## config.mk

```make
export PLATFORM = sky130hd
export DESIGN_NAME = pc_fetch_stage
export DESIGN_NICKNAME = d
export VERILOG_FILES = /design/src/rtl/pc_fetch_stage_pkg.sv /design/src/rtl/f_d_reg.sv /design/src/rtl/pc_fetch_stage.sv
export SDC_FILE = /design/constraint.sdc
export NUM_CORES = 1
export LEC_CHECK = 0
export ABC_AREA = 0
export ABC_CLOCK_PERIOD_IN_PS = 7900
export BUFFER_PORTS_ARGS = -buffer_cell sky130_fd_sc_hd__buf_2
export CAP_MARGIN = 5
export CORE_MARGIN = 2
export CORE_UTILIZATION = 25
export CTS_CLUSTER_SIZE = 40
export DETAILED_ROUTE_END_ITERATION = 8
export HOLD_SLACK_MARGIN = 0.12
export PLACE_DENSITY = 0.48
export SLEW_MARGIN = 20
export SYNTH_ARGS = -nofsm -noshare
export SYNTH_HDL_FRONTEND = slang
export SYNTH_SLANG_ARGS = --single-unit
```

## constraint.sdc

```tcl
create_clock -name clk -period 7.9 [get_ports clk]
set_input_delay 0.79 -clock clk [delete_from_list [all_inputs] [get_ports clk]]
set_output_delay 0.79 -clock clk [all_outputs]
set_load 0.005 [all_outputs]
```

## src/rtl/pc_fetch_stage_pkg.sv

```systemverilog
// Shared CPU constants and fetch-stage types.
package pc_fetch_stage_pkg;

    localparam int unsigned XLEN  = 32;
    localparam int unsigned EXC_W = 5;

    localparam logic [XLEN-1:0] RESET_PC   = 32'h0000_3000;
    localparam logic [XLEN-1:0] HANDLER_PC = 32'h0000_4180;
    localparam logic [XLEN-1:0] IMEM_LO    = 32'h0000_3000;
    localparam logic [XLEN-1:0] IMEM_HI    = 32'h0000_6FFC;

    localparam logic [EXC_W-1:0] EXC_NONE = 5'd0;
    localparam logic [EXC_W-1:0] EXC_ADEL = 5'd4;

    // Payload carried from F into the F/D register.
    typedef struct packed {
        logic [XLEN-1:0]  pc;
        logic [XLEN-1:0]  ins;
        logic [EXC_W-1:0] exc;
        logic             bd;
    } fd_t;

    // Fetch address error: misaligned or outside the instruction window.
    function automatic logic fetch_fault(input logic [XLEN-1:0] pc,
                                         input logic [XLEN-1:0] lo,
                                         input logic [XLEN-1:0] hi);
        return (pc[1:0] != 2'b00) || (pc < lo) || (pc > hi);
    endfunction

endpackage

```

## src/rtl/f_d_reg.sv

```systemverilog
// F/D pipeline register with hold (en low) and flush-to-bubble.
module f_d_reg #(
    parameter logic [31:0] RESET_PC = pc_fetch_stage_pkg::RESET_PC
) (
    input  logic        clk,
    input  logic        reset,
    input  logic        en,
    input  logic        flush,
    input  logic [31:0] flush_pc,
    input  logic [31:0] pc_in,
    input  logic [31:0] ins_in,
    input  logic [4:0]  exc_in,
    input  logic        bd_in,
    output logic [31:0] pc,
    output logic [31:0] ins,
    output logic [4:0]  exc,
    output logic        bd
);
    import pc_fetch_stage_pkg::*;

    // Flush beats hold: a redirect always inserts a bubble tagged with the new PC.
    always_ff @(posedge clk or posedge reset) begin
        if (reset) begin
            pc  <= RESET_PC;
            ins <= '0;
            exc <= EXC_NONE;
            bd  <= 1'b0;
        end else if (flush) begin
            pc  <= flush_pc;
            ins <= '0;
            exc <= EXC_NONE;
            bd  <= 1'b0;
        end else if (en) begin
            pc  <= pc_in;
            ins <= ins_in;
            exc <= exc_in;
            bd  <= bd_in;
        end
    end

endmodule

```

## src/rtl/pc_fetch_stage.sv

```systemverilog
// Fetch stage: PC register, fetch-fault detection and the F/D register.
module pc_fetch_stage #(
    parameter logic [31:0] RESET_PC   = pc_fetch_stage_pkg::RESET_PC,
    parameter logic [31:0] HANDLER_PC = pc_fetch_stage_pkg::HANDLER_PC,
    parameter logic [31:0] IMEM_LO    = pc_fetch_stage_pkg::IMEM_LO,
    parameter logic [31:0] IMEM_HI    = pc_fetch_stage_pkg::IMEM_HI
) (
    input  logic        clk,
    input  logic        reset,
    input  logic        stall,
    input  logic        req,
    input  logic        eret,
    input  logic [31:0] EPC,
    input  logic [31:0] NAddr,
    input  logic        D_IsBranch,
    output logic [31:0] i_inst_addr,
    input  logic [31:0] i_inst_rdata,
    output logic [31:0] F_PC,
    output logic [31:0] F_PCPlus4,
    output logic [31:0] D_PC,
    output logic [31:0] D_Ins,
    output logic [4:0]  D_ExcCode,
    output logic        D_BD
);
    import pc_fetch_stage_pkg::*;

    logic [31:0] pc_q;
    logic [31:0] pc_next;
    logic        fault;
    logic        flush;
    logic [31:0] flush_pc;
    fd_t         f_stage;

    // F-stage payload; a faulting fetch becomes a nop carrying AdEL.
    always_comb begin
        fault   = fetch_fault(pc_q, IMEM_LO, IMEM_HI);
        f_stage = '{pc:  pc_q,
                    ins: fault ? 32'h0 : i_inst_rdata,
                    exc: fault ? EXC_ADEL : EXC_NONE,
                    bd:  D_IsBranch};
    end

    // Redirect selection and next PC: req > eret > stall > normal.
    always_comb begin
        flush    = req | eret;
        flush_pc = req ? HANDLER_PC : EPC;
        pc_next  = pc_q;
        if (req)        pc_next = HANDLER_PC;
        else if (eret)  pc_next = EPC;
        else if (!stall) pc_next = NAddr;
    end

    // PC register; any NAddr is accepted, faults surface only when fetched.
    always_ff @(posedge clk or posedge reset) begin
        if (reset) pc_q <= RESET_PC;
        else       pc_q <= pc_next;
    end

    assign F_PC        = pc_q;
    assign i_inst_addr = pc_q;
    assign F_PCPlus4   = pc_q + 32'd4;

    f_d_reg #(
        .RESET_PC (RESET_PC)
    ) u_f_d_reg (
        .clk      (clk),
        .reset    (reset),
        .en       (~stall),
        .flush    (flush),
        .flush_pc (flush_pc),
        .pc_in    (f_stage.pc),
        .ins_in   (f_stage.ins),
        .exc_in   (f_stage.exc),
        .bd_in    (f_stage.bd),
        .pc       (D_PC),
        .ins      (D_Ins),
        .exc      (D_ExcCode),
        .bd       (D_BD)
    );

endmodule

```

==> results.md, run 1 <==
* Worst hold path type: input pin to asynchronous set/reset pin
* CTS tree: done
* Vias in the first global route at around 4300
* Worst vdd ir at 0.000106 V
* DRC errors left at 0
* Post-Syn Area at ~0.0054 mm^2
* Reg clk slew, reported paths at 0.08 ns
* Total Wirelength at 16700 um
* Worst Tran Pin Value at 0.949 ns
* H-tree Lvls at 3
* Post-CTS setup buffers at 0
* Layout Utilization at 0.330
* Port Buffers at 263
* Clock sinks at 98
* Detail Placement HPWL at 12200 um
* Maximum fanout along the worst path at 7
* Crit. End Element: primary output
* Post-synth EDFFs at 0
* Die area at 0.0229 mm^2
* Std cell rows at between 50 and 60
* Share of cells above drive strength 1 at 0.497
* Max-cap violations at 0
* Cell depth of the worst flop-to-flop path at 5
* Post-synthesis cell type count at 36
* Final setup fails at 0
* Leak pwr at 0.00362 uW
* Pwr Density at approximately 170 mW/mm^2
* Worst Skew at 0.0139 ns
* Element type at the critical path start: flip-flop
* Initial core utilization at 0.257
* Clk Latency, worst-skew pair at 0.36 ns
* Initial antenna violation count at 0
* Seq cells post-synth at 98
* Vias at roughly 4400
* CTS max path bufs at 2
* RR Startpoint: F_PC[28]
* IO Pins at 268
* WP data required at 7.11 ns
* Area grow syn2layout at 28.6%
* GPL Wtd Cong at about 0.72
* CP Class: flip-flop to primary output
* Worst slew margin at 0.367
* Pre-antenna DRT Iters at 4
* RSZ-0062 raised after global routing: no
* CP Launch Point: F_PC[3]
* Vias per cell at 4.48
* Worst reg-to-reg setup slack at 5.65 ns
* DR iter-0 viols at 207
* Ys async rst share at 1.00
* Die height at 151 um
* First-pass GRT wire length at 24600 um
* Clock Root Buffer: clkbuf_16
* Crit path to: F_PCPlus4[26]
* Total CTS buffers at 9
* Die W at 151 um
* # hold bufs at CTS at 0
* Core Region at 0.0212 mm^2
* Grt total ovfl at 0
* Seq/Total Area, Yosys at 0.452
* YS warnings at 0
* Antenna violation net count after detailed routing at 0
* Most frequent cells in the layout: buf_2 (261), dfrtp_1 (94), o21a_1 (58)
* Ant diodes at 0
* Synthesized instance count at 500
* Reg2reg end: u_f_d_reg.ins[29]
* Final Critical Period at 3.13 ns
* Mean post-synth cell area at between 10 and 15 um^2
* Most common cell after layout, fill and taps aside: buf_2
* Setup tns final at 0 ns
* Pin count of the biggest net entering global routing at 75
* Period utilisation layout at 0.396
* Outcome: complete, no violations
* Wire length per cell at about 17 um
* CP Data Arrival Time at 2.34 ns
* Number of nets in the layout at 813
* Final hold vios at 0
* Ys flop type: dfrtp_1
* Global Route Usage Sum at 0.141
* Post-CTS sizing at 0
* Max-slew violations at 0
* Fmax achieved at 320 MHz
## worst max-delay path, cell delays in order, from the launching register on
cell      delay [ns]
dfrtp_1         0.47
ha_1            0.26
and4_1          0.36
and2_0          0.39
nand4b_1        0.17
xnor2_1         0.19
buf_2           0.14
## synthesized netlist by cell type (2+ instances only)
cell type | instances | area [um^2]
dfrtp_1 | 94 | 2350
o21a_1 | 58 | 435
mux2_2 | 56 | 631
buf_4 | 42 | 315
a22o_1 | 32 | 280
inv_1 | 32 | 120
a21oi_1 | 30 | 150
clkbuf_1 | 21 | 78.8
xnor2_1 | 21 | 184
nand2_1 | 12 | 45.0
nand3_1 | 12 | 60.1
nand4_1 | 9 | 56.3
nor2b_1 | 9 | 56.3
xor2_1 | 8 | 70.1
a211oi_1 | 6 | 45.0
and4_1 | 6 | 52.6
buf_6 | 6 | 67.6
o21bai_1 | 6 | 45.0
nor2_1 | 5 | 18.8
buf_2 | 4 | 20.0
dfstp_2 | 4 | 105
and3_1 | 3 | 18.8
nor3_1 | 3 | 15.0
nor4_1 | 3 | 18.8
nor4_4 | 3 | 63.8
o21ai_1 | 3 | 15.0
nand4b_1 | 2 | 17.5
nor3b_2 | 2 | 25.0
## cell type report
class                           instances  area (um^2)
Inverter                               32          123
Timing Repair Buffer                  269         1370
Sequential cell                        98         2460
Clock inverter                          7         81.3
Multi-Input combinational cell        300         2390
Clock buffer                            9          225
Tap cell                              275          344
Fill cell                            2232        14200
## power by group
| group | internal (uW) | total [uW] | switching (uW) |
|---|---|---|---|
| clock | 226 | 452 | 226 |
| combinational | 103 | 196 | 93.4 |
| sequential | 526 | 563 | 37.0 |
## worst min-delay path by stage
stage / start / to / cells past startpoint
floorplan: u_f_d_reg.bd / u_f_d_reg.bd / 2
global placement: u_f_d_reg.exc[2] / u_f_d_reg.exc[2] / 2
detailed placement: u_f_d_reg.bd / u_f_d_reg.bd / 2
CTS: reset / u_f_d_reg.pc[4] / 2
global route: reset / u_f_d_reg.pc[4] / 2
finish: reset / u_f_d_reg.pc[4] / 2
## state kept, by name, indices dropped and copies added (netlist names)
register	flops
F_PC	32
u_f_d_reg.bd	1
u_f_d_reg.exc	1
u_f_d_reg.ins	32
u_f_d_reg.pc	32
## per-stage QoR
| stage | setup slack, ns | total power [uW] | instance area [um^2] | hold WS [ns] | std cells |
|---|---|---|---|---|---|
| floorplan | 4.55 | 689 | 5440 | 0.478 | 503 |
| global placement | 5.13 | 776 | 6680 | 0.474 | 974 |
| detailed placement | 5.10 | 775 | 6680 | 0.473 | 974 |
| CTS | 4.72 | 1240 | 6990 | 0.461 | 990 |
| global route | 4.57 | 1280 | 6990 | 0.479 | 990 |
| finish | 4.77 | 1210 | 6990 | 0.447 | 990 |
## metal layers
layer / global-route usage / vias to the layer above / wire length (um)
li1: - / 2136 / -
met1: 0.186 / 2139 / 7390
met2: 0.229 / 153 / 7860
met3: 0.0392 / 11 / 1270
met4: 0.0327 / 0 / 150
met5: 0 / - / 0
## kinds of logic (layout without fill, tap and decap cells)
family	Yosys count	count (layout)	synth area share
AO/OA/AOI/OAI	135	135	0.179
XOR/XNOR	29	29	0.0468
buffers and inverters	105	317	0.111
flip-flops	98	98	0.452
multiplexers	56	56	0.116
other	1	4	0.000690
adder cells (fa/ha/maj)	1	1	0.00230
AND/OR/NAND/NOR	75	75	0.0924
No activity file was read; power rests on OpenSTA's default activity.
==> run 2: changes to the inputs <==
--- a/config.mk
+++ b/config.mk
@@ -6,7 +6,7 @@
 export NUM_CORES = 1
 export LEC_CHECK = 0
 export ABC_AREA = 0
-export ABC_CLOCK_PERIOD_IN_PS = 7900
+export ABC_CLOCK_PERIOD_IN_PS = 3100
 export BUFFER_PORTS_ARGS = -buffer_cell sky130_fd_sc_hd__buf_2
 export CAP_MARGIN = 5
 export CORE_MARGIN = 2
==> constraint.sdc (replaced) <==
create_clock -name clk -period 3.1 [get_ports clk]
set_input_delay 0.31 -clock clk [delete_from_list [all_inputs] [get_ports clk]]
set_output_delay 0.31 -clock clk [all_outputs]
set_load 0.005 [all_outputs]
==> run 2 against run 1 <==
  * Global-route usage grew 0.47 points
  * Register-to-register slack worse by 4.6 ns
  * Non-clock buffer count rose by 2
  * Hold slack worse by 0.28 ns
  * Total power increased to 2.6 times the previous value
  * Final cell count is 0.20% higher
  * Combinational power increased to 2.6 times the previous value
  * Clock power grew to 2.5 times the previous value
  * Clock skew is 0.0031 ns lower
  * Die area is the same
  * Critical path depth unchanged
  * Largest cell class unchanged
  * Largest power group unchanged
==> results.md, run 2 (synthesized netlist as in run 1, its figures left out) <==
* Outcome: complete, no violations
* Vias at 4443 (+0.090%)
* Grt total ovfl at 0 (unchanged)
* Share of cells above drive strength 1 at 0.497 (about the same)
* Worst reg-to-reg setup slack at 1.07 ns (-4.58 ns)
* Pwr Density at 440 mW/mm^2 (+150%)
* Internal power at 2180 uW (+150%)
* Clock Root Buffer: clkbuf_16
* Reg2reg end: u_f_d_reg.ins[3]
* Final Critical Period at roughly 2.6 ns
* Leak pwr at 0.00363 uW (+0.42%)
* GPL Wtd Cong at 0.733 (+1.4%)
* Reg clk slew, reported paths at 0.08 ns (about the same)
* CTS tree: done
* Element type at the critical path start: flip-flop
* Die area at 0.0229 mm^2 (unchanged)
* Most frequent cells in the layout: buf_2 (261), dfrtp_1 (94), o21a_1 (58)
* Slowest Stage Delay on Critical Path at 0.46 ns (about the same)
* Worst Tran Pin Value at 0.729 ns (-0.220 ns)
* RSZ-0062 raised after global routing: no
* Die height at 151 um (unchanged)
* Number of nets in the layout at 815 (+0.25%)
* Critical-path top delay cell: dfrtp_1
* Wire length per cell at 17.1 um (+1.6%)
* Switching power at 910 uW (+160%)
* Hold worst-path end: u_f_d_reg.ins[10]
* Worst slack, placed at 0.838 ns (-4.26 ns)
* Worst slew margin at 0.514 (+0.147)
* Std cell rows at 53 (unchanged)
* WP data required at 2.79 ns (-4.32 ns)
* Post-CTS sizing at 0 (unchanged)
* Final hold vios at 0 (unchanged)
* IO Pins at 268 (unchanged)
* Clock sinks at 98 (unchanged)
* Clk Latency, worst-skew pair at 0.35 ns (about the same)
* Most common cell after layout, fill and taps aside: buf_2
* Setup ws final at 0.500 ns (-4.27 ns)
* Detail Placement HPWL at 12300 um (+0.41%)
* Initial core utilization at 0.257 (unchanged)
* Max-slew violations at 0 (unchanged)
* Setup tns final at 0 ns (unchanged)
* Total CTS buffers at 9 (unchanged)
* CP Class: flip-flop to primary output
* Largest delay share family, worst path: simple AND/OR/NAND/NOR gates
* Crit. End Element: primary output
* Area grow syn2layout at 29.4%
* DR iter-0 viols at 126 (-39%)
* Core Region at 0.0212 mm^2 (unchanged)
* Fmax achieved at 385 MHz
* Ant diodes at 0 (unchanged)
* Sequential Power Share at 0.463 (-0.002)
* Hold slack at 0.164 ns (-0.283 ns)
* WP buf/inv at 1 (unchanged)
* Clock group share of total power at 0.371 (-0.002)
* Final setup fails at 0 (unchanged)
* Worst vdd ir at 0.000281 V (+160%)
* Worst Skew at 0.0107 ns (-0.00313 ns)
* H-tree Lvls at 3 (unchanged)
* CTS max path bufs at 2 (unchanged)
* Worst hold path type: input pin to flip-flop
* Crit path cell chain: ha_1 > and4_1 > and2_0 > nand4_1 > xnor2_1 > buf_2
* Cell depth of the worst flop-to-flop path at 5 (unchanged)
* Antenna violation net count after detailed routing at 0 (unchanged)
* Switching share of total power at 0.294 (+0.000518)
* Vias per cell at 4.48 (-0.11%)
* Period utilisation layout at 0.839
* CP Data Arrival Time at 2.29 ns (-0.05 ns)
* Pin count of the biggest net entering global routing at 99 (+32%)
* RR Startpoint: F_PC[29]
* DRC errors left at 0 (unchanged)
* Port Buffers at 263 (unchanged)
* Pre-antenna DRT Iters at 4 (unchanged)
* First-pass GRT wire length at 25200 um (+2.6%)
* Global Route Usage Sum at 0.146 (+0.00472)
* Die W at 151 um (unchanged)
* Comb pwr share at 0.166 (+0.004)
* Max-cap violations at 0 (unchanged)
* Worst hold start: i_inst_rdata[10]
* Hold Path Stages at 2
* Initial antenna violation count at 0 (unchanged)
* Total Wirelength at 17000 um (+1.8%)
* Vias in the first global route at 4341 (+1.7%)
* Maximum fanout along the worst path at 7 (unchanged)
* Placed Cells at 975 (+0.10%)
* Finished Layout Cells at 992 (+0.20%)
* Total chip power at 3090 uW (+160%)
==> run 2: cell types whose count changed in the layout (fill, tap and decap cells not counted), sizes merged <==
| cell | change |
|---|---|
| buf | +1 |
| dlygate4sd3 | +1 |
==> run 2: layout make-up <==
cell class / instances / area (um^2)
clock inverter: 7 / 78.8
tap: 275 / 344
timing repair buffer: 271 / 1410
clock buffer: 9 / 225
fill: 2227 / 14100
multi-input combinational: 300 / 2390
sequential: 98 / 2460
inverter: 32 / 123
==> run 2: power by group through the flow <==
stage | clock network [uW] | logic [uW] | registers (uW)
after floorplan | 0 | 323 | 1430
after global placement | 0 | 529 | 1460
after global routing | 1250 | 573 | 1450
after detailed placement | 0 | 524 | 1460
final | 1150 | 512 | 1430
after CTS | 1210 | 527 | 1430
==> run 2: worst max-delay path by stage <==
| stage | startpoint | end | slack (ns) | cells past startpoint |
|---|---|---|---|---|
| after floorplan | reset | F_PC[0] | 0.23 | 1 |
| after global placement | F_PC[2] | F_PCPlus4[28] | 0.86 | 6 |
| after detailed placement | F_PC[2] | F_PCPlus4[28] | 0.84 | 6 |
| after CTS | F_PC[2] | F_PCPlus4[28] | 0.43 | 6 |
| after global routing | F_PC[3] | F_PCPlus4[26] | 0.33 | 6 |
| final | F_PC[3] | F_PCPlus4[28] | 0.50 | 6 |
==> run 2: layer usage <==
layer | vias to the layer above | track usage | share of wire
li1 | 2147 | - | -
met2 | 171 | 0.232 | 0.46
met5 | - | 0 | 0
met1 | 2101 | 0.188 | 0.44
met4 | 0 | 0.0491 | 0.023
met3 | 24 | 0.0437 | 0.077
==> run 2: repair_timing <==
action                    4_1_cts  5_1_grt
buffers inserted                0        0
hold endpoints to repair       60        0
hold buffers                    1        0
==> run 2: stage by stage <==
stage	util	area, um^2
after floorplan	-	5440
after global placement	0.317	6710
after detailed placement	0.317	6710
after CTS	0.332	7030
after global routing	0.332	7030
final	0.332	7030
==> run 3: changes to the inputs <==
--- a/config.mk
+++ b/config.mk
@@ -6,7 +6,7 @@
 export NUM_CORES = 1
 export LEC_CHECK = 0
 export ABC_AREA = 0
-export ABC_CLOCK_PERIOD_IN_PS = 3100
+export ABC_CLOCK_PERIOD_IN_PS = 2580
 export BUFFER_PORTS_ARGS = -buffer_cell sky130_fd_sc_hd__buf_2
 export CAP_MARGIN = 5
 export CORE_MARGIN = 2
==> constraint.sdc (replaced) <==
create_clock -name clk -period 2.58 [get_ports clk]
set_input_delay 0.258 -clock clk [delete_from_list [all_inputs] [get_ports clk]]
set_output_delay 0.258 -clock clk [all_outputs]
set_load 0.005 [all_outputs]
==> run 3 against run 2 <==
  * Register-to-register slack got worse by 0.44 ns
  * Total power increased by 23%
  * Clock skew decreased by 0.00068 ns
  * Highest routed layer unchanged
  * Critical endpoint unchanged
  * Wire length increased by 4.7%
==> results.md, run 3 (synthesized netlist as in run 1, its figures left out) <==
* Final Critical Period at 2.41 ns
* Wire length per cell at 17.1 um (about the same)
* Core Region at 0.0212 mm^2 (unchanged)
* Pin count of the biggest net entering global routing at 78 (-21%)
* Worst Tran Pin Value at 0.752 ns (+0.0231 ns)
* H-tree Lvls at 3 (unchanged)
* Most common cell after layout, fill and taps aside: buf_2
* Global Route Usage Sum at 0.151 (+0.00570)
* Pre-antenna DRT Iters at 4 (unchanged)
* Antenna violation net count after detailed routing at 0 (unchanged)
* Most frequent cells in the layout: buf_2 (261), dfrtp_1 (94), o21a_1 (58)
* Worst slew margin at 0.499 (-0.0154)
* Die W at 151 um (unchanged)
* DRC errors left at 0 (unchanged)
* RSZ-0062 raised after global routing: no
* WP buf/inv at 1 (unchanged)
* Worst slack, placed at 0.477 ns (-0.361 ns)
* Final hold vios at 0 (unchanged)
* GPL Wtd Cong at 0.760 (+3.7%)
* Worst Skew at 0.0101 ns (-0.000681 ns)
* Std cell rows at 53 (unchanged)
* Sequential Area at 0.00246 mm^2 (unchanged)
* Number of nets in the layout at 862 (+5.8%)
* Total Wirelength at 17800 um (+4.7%)
* Fillers at 2230 (+0.13%)
* Reg clk slew, reported paths at 0.08 ns (about the same)
* Cell depth of the worst flop-to-flop path at 5 (unchanged)
* Port Buffers at 263 (unchanged)
* Period utilisation layout at 0.935
* Clock sinks at 98 (unchanged)
* Vias in the first global route at 4576 (+5.4%)
* Element type at the critical path start: flip-flop
* Pwr Density at 508 mW/mm^2 (+16%)
* Critical-path top delay cell: dfstp_2
* Total CTS buffers at 9 (unchanged)
* IO Pins at 268 (unchanged)
* Area grow syn2layout at 37.2%
* Setup tns final at 0 ns (unchanged)
* WP data required at 2.32 ns (-0.47 ns)
* Crit path cell chain: and4_1 > nor3b_2 > nand4_1 > xnor2_1 > buf_2
* Final setup fails at 0 (unchanged)
* Fmax achieved at ~410 MHz
* Maximum fanout along the worst path at 9 (+2)
* CTS tree: done
* Detail Placement HPWL at 13200 um (+7.7%)
* Share of cells above drive strength 1 at 0.487 (-0.00960)
* DR iter-0 viols at 126 (unchanged)
* CP Data Arrival Time at 2.15 ns (-0.14 ns)
* Instance count on the critical path at 5 (-1)
* Layout Utilization at 0.352 (+0.0202)
* CTS max path bufs at 2 (unchanged)
* Crit. End Element: primary output
* Grt total ovfl at 0 (unchanged)
* Hold slack at 0.153 ns (-0.0112 ns)
* Die height at 151 um (unchanged)
* Die area at 0.0229 mm^2 (unchanged)
* Hold Path Stages at 2 (unchanged)
* Setup ws final at 0.167 ns (-0.333 ns)
* Worst vdd ir at 0.000267 V (-4.8%)
* Vias at 4614 (+3.8%)
* CP Class: flip-flop to primary output
* Worst hold path type: input pin to flip-flop
* Outcome: complete, no violations
* Initial core utilization at 0.257 (unchanged)
* Leak pwr at 0.00384 uW (+5.6%)
* Max-cap violations at 0 (unchanged)
* Area of the multi-input gates at 0.00240 mm^2 (+0.26%)
* Vias per cell at 4.44 (-0.94%)
* First-pass GRT wire length at 26100 um (+3.6%)
* Clock Root Buffer: clkbuf_16
* Max-slew violations at 0 (unchanged)
* Slowest Stage Delay on Critical Path at 0.64 ns (+0.18 ns)
* Largest delay share family, worst path: simple AND/OR/NAND/NOR gates
* Initial antenna violation count at 1 (+1)
* Clk Latency, worst-skew pair at 0.36 ns (about the same)
run 3: worst paths after layout:
path	start	to	slack (ns)
min in group asynchronous	reset	F_PC[14]	0.53
worst min register to register	u_f_d_reg.bd	u_f_d_reg.bd	0.48
worst min-delay path	i_inst_rdata[2]	u_f_d_reg.ins[2]	0.15
worst max-delay path	F_PC[13]	F_PCPlus4[28]	0.17
worst max register to register	F_PC[21]	u_f_d_reg.ins[22]	0.63
max in group asynchronous	reset	u_f_d_reg.ins[10]	1.30
run 3: what timing repair did:
action,4_1_cts,5_1_grt
endpoints found under the setup margin,0,7
resized for setup,0,1
hold buffers,32,1
setup buffers,0,1
endpoints found under the hold margin,49,1
run 3: power breakdown:
part           switching [uW]  internal, uW
logic                     333           368
registers                87.1          1610
clock network             699           692
run 3: layout make-up:
type / instances / share of cell area
diodes: 1 / 0.000336
clock buffers: 9 / 0.0302
clock inverters: 7 / 0.0102
inverters: 32 / 0.0166
multi-input cells: 300 / 0.322
flip-flops and latches: 98 / 0.330
well taps: 275 / 0.0461
repair buffers: 318 / 0.245
run 3: metrics by stage:
step	std cells	cell area, um^2	total power, uW
after floorplan	503	5450	2110
after global placement	989	6810	2410
after detailed placement	989	6810	2410
after CTS	1037	7430	3870
after global routing	1040	7460	4000
final	1040	7460	3790
run 3: layer usage:
layer  vias to the layer above  share of wire  GRT usage
met2                       162           0.47      0.246
met1                      2190           0.45      0.198
met4                         0          0.014     0.0402
met5                         -              0          0
li1                       2245              -          -
met3                        17          0.068     0.0413
